--- config.mk ---
export PLATFORM = sky130hd
export DESIGN_NAME = mux_16to1
export DESIGN_NICKNAME = d
export VERILOG_FILES = /design/src/rtl/mux_16to1.sv
export SDC_FILE = /design/constraint.sdc
export NUM_CORES = 1
export LEC_CHECK = 0
export ABC_AREA = 1
export BUFFER_PORTS_ARGS = -buffer_cell sky130_fd_sc_hd__buf_2
export CORE_AREA = 2 2 39 41
export CTS_BUF_LIST = sky130_fd_sc_hd__clkbuf_8
export DETAILED_ROUTE_END_ITERATION = 7
export DIE_AREA = 0 0 41 43
export HOLD_SLACK_MARGIN = 0.02
export PLACE_DENSITY = 0.65
export SLEW_MARGIN = 10
export SYNTH_ARGS = -nofsm -noshare
export SYNTH_HDL_FRONTEND = slang
export SYNTH_SLANG_ARGS = --single-unit
export TNS_END_PERCENT = 30
--- constraint.sdc ---
create_clock -name clk -period 1.1 [get_ports clk]
set_clock_uncertainty 0.1 [all_clocks]
set_input_delay 0.165 -clock clk [delete_from_list [all_inputs] [get_ports clk]]
set_output_delay 0.165 -clock clk [all_outputs]
set_load 0.02 [all_outputs]
--- src/rtl/mux_16to1.sv ---
// Single-bit 16-to-1 selector with a combinational output plus registered
// copies of the selected bit and the select value for downstream timing.
module mux_16to1 (
  output logic        Out,
  input  logic [15:0] In,
  input  logic [3:0]  Sel,
  input  logic        clk,
  input  logic        rst,
  output logic        Out_q,
  output logic [3:0]  Sel_q
);

  // 4:1 leaf; an unknown select matches no item, so simulation yields X
  // instead of quietly picking input 0.
  function automatic logic mux4(input logic [3:0] d, input logic [1:0] s);
    logic r;
    case (s)
      2'd0:    r = d[0];
      2'd1:    r = d[1];
      2'd2:    r = d[2];
      2'd3:    r = d[3];
      default: r = 1'bx;
    endcase
    return r;
  endfunction

  logic [3:0] stage1;

  // First level resolves Sel[1:0] within each nibble, second level picks the nibble.
  always_comb begin
    stage1    = '0;
    stage1[0] = mux4(In[3:0],   Sel[1:0]);
    stage1[1] = mux4(In[7:4],   Sel[1:0]);
    stage1[2] = mux4(In[11:8],  Sel[1:0]);
    stage1[3] = mux4(In[15:12], Sel[1:0]);
  end

  always_comb begin
    Out = mux4(stage1, Sel[3:2]);
  end

  // Registered copies only; nothing here feeds back into Out.
  always_ff @(posedge clk) begin
    if (rst) begin
      Out_q <= 1'b0;
      Sel_q <= 4'd0;
    end else begin
      Out_q <= Out;
      Sel_q <= Sel;
    end
  end

endmodule

==> flow_metrics.tcl <==
set metrics [dict create \
    worst_ep_arrival_time_ns 0.93 \
    cp_data_required_time_ns 0.83 \
    setup_viol 1 \
    die_w_um 41 \
    synth-warning-count 0 \
    worstSetupEndpointType "output port" \
    power.leakage_nw 0.349 \
    post-route-min-period_ns 1.20 \
    ant_nets 0 \
    crit_path_frequent_cell "nand2_1" \
    grt_pass1_vias 470 \
    rsz0062_at_grt "yes" \
    antenna_found_initial 0 \
    placementRows 14 \
    finalNetCount 106 \
    slew_violations 0 \
    clock_power_share_pct 44.2 \
    cellInternalPower_mw 0.544 \
    drive_above_1_share_pct 62.7 \
    cts_buffers 3 \
    synth-seq-area-share_pct 29.7 \
    pre_cts_slack_ns -0.262 \
    drt_iter0_markers 9 \
    powerDensity_nw_per_um2 1090 \
    clk_pin_slew_worst_paths_ns 0.03 \
    synth_nets 71 \
    ys_types 12 \
    p_sw_share_pct 25.9 \
    track_usage_pct 15.0 \
    synth_area_um2 337 \
    syn-instance-count 49 \
    clockBufferDepth 2 \
    drc 0 \
    cts_setup_buffers 0 \
    grt_max_degree 6 \
    place_congestion 0.764 \
    core_um2 1380 \
    irDropWorstVdd_mv 0.517 \
    finalCritPeriodShare_pct 109 \
    path_max_fanout 5 \
    hp-class "input pin to register" \
    cts_sinks 5 \
    violations "negative setup slack" \
    finalHoldViolCount 0 \
    final_util_pct 48.7 \
    synth_seq_cells 5 \
    port_buffers 27 \
    diodes 0 \
    viasPerCell 4.55 \
    power_frac_seq_pct 26.6 \
    grt-ovfl-total 0 \
    cp_slowest_cell "nor2_4" \
    slowest_delay_ns 0.15 \
    fin_ws_ns -0.100 \
    status "complete, but fails checks" \
    die-area_um2 1760 \
    share_comb_of_total_power_pct 29.2 \
    cts_tree "yes" \
    holdWs_ns 0.0545 \
    maxSlewHeadroom_pct 90.5 \
    ios 28 \
    hpwl_um 715 \
    drv_cap 0 \
    p_total_mw 0.735 \
    grt_pass1_wl_um 1810 \
    h-tree-depth 1 \
    path_class "input pin to output port" \
    die_y_um 43 \
    achievable-frequency_mhz 833 \
    fillers 151 \
    cp-start-kind "input pin" \
    areaGrowthSynthToFinish_pct 100 \
    tightest_slew_ns 0.142 \
    cp_cell_sequence "buf_12 -> nor2_4 -> nand2_1 -> nand4_1 -> nand2_1 -> nand3_2 -> nor2_2 -> inv_1 -> buf_6" \
    postCtsHoldBufs 0 \
    syn_avg_cell_area_um2 6.87 \
    totalWireLength_um 1070 \
    start_util_pct 24.3 \
    switching_power_mw 0.191 \
    first_pass_iters 4 \
    post_drt_wl_per_cell_um 10.8 \
    via_count 450 \
    cts-root-buf "clkbuf_8" \
]
## repair_timing
action | CTS | global route
gates cloned | 2 | 0
resized for setup | 19 | 3
pin swaps | 13 | 11
setup endpoints to repair | 1 | 1
## layout by cell type, fill, tap and decap left out
cell type  instances
buf_2             24
nand3_2           11
nor2_1             8
nand2_1            7
dfxtp_1            5
inv_1              5
nand3_1            3
nand4_1            3
clkbuf_8           3
buf_4              3
inv_4              2
buf_16             2
buf_12             2
nor2_4             1
a21oi_2            1
nand2_2            1
nor2_2             1
buf_6              1
## final cells by class
class / count / area, um2 / area share, %
Inverter: 6 / 27.5 / 4.08
Multi-Input combinational cell: 36 / 233 / 34.5
Timing Repair Buffer: 32 / 249 / 36.9
Clock inverter: 1 / 3.75 / 0.557
Clock buffer: 3 / 41.3 / 6.12
Tap cell: 16 / 20.0 / 2.97
Sequential cell: 5 / 100 / 14.8
## metrics by stage
stage	std cells	area [um2]	TNS, ns
6_report	99	674	-0.100
5_1_grt	99	674	-0.166
4_1_cts	99	663	-0.0941
3_5_place_dp	93	492	-0.324
3_3_place_gp	93	492	-0.305
2_1_floorplan	49	337	0
## worst max-delay path, delay by kind of cell
family,cells,cell delay (ns)
buf+inv,3,0.28
simple gates,6,0.49
## synth_stat cells
master,instances,area share [%]
nand2_1,8,8.9
nor2_1,8,8.9
buf_6,2,6.7
inv_1,4,4.5
nand3_1,11,16
a21oi_1,1,1.5
inv_4,2,3.7
nor2_4,1,3.3
dfxtp_1,5,30
nand4_1,3,5.6
nand3_2,3,8.9
nor2_2,1,1.9
## sequential cells by signal, indices dropped and copies added, names as in the netlist
signal	cells
Out_q	1
Sel_q	4
## path summary, 6_finish.rpt
path	depth (start not counted)	end	start	slack, ns
max	9	Out	Sel[0]	-0.1
min	2	Sel_q[3]	rst	0.05
## kinds of logic (layout without fill, tap and decap cells)
family	Yosys count	after routing	share of synthesized area (%)
and+or+nand+nor	35	35	53.9
DFF	5	5	29.7
AOI/OAI and AO/OA	1	1	1.49
buffers and inverters	8	42	14.9
## power groups by stage
stage / Combinational [mW] / Sequential [mW] / Clock [mW]
final: 0.215 / 0.195 / 0.325
after detailed placement: 0.159 / 0.198 / 0
after floorplan: 0.0784 / 0.213 / 0
after global placement: 0.159 / 0.198 / 0
after CTS: 0.209 / 0.195 / 0.333
after global routing: 0.235 / 0.197 / 0.345
## metal layers
layer | track usage [%] | vias up | wire [um]
li1 | - | 231 | -
met2 | 24.1 | 22 | 536
met1 | 17.4 | 195 | 414
met3 | 3.14 | 2 | 103
met4 | 8.00 | 0 | 17
met5 | 0 | - | 0
Note: power is estimated with default switching activity, not from simulation.
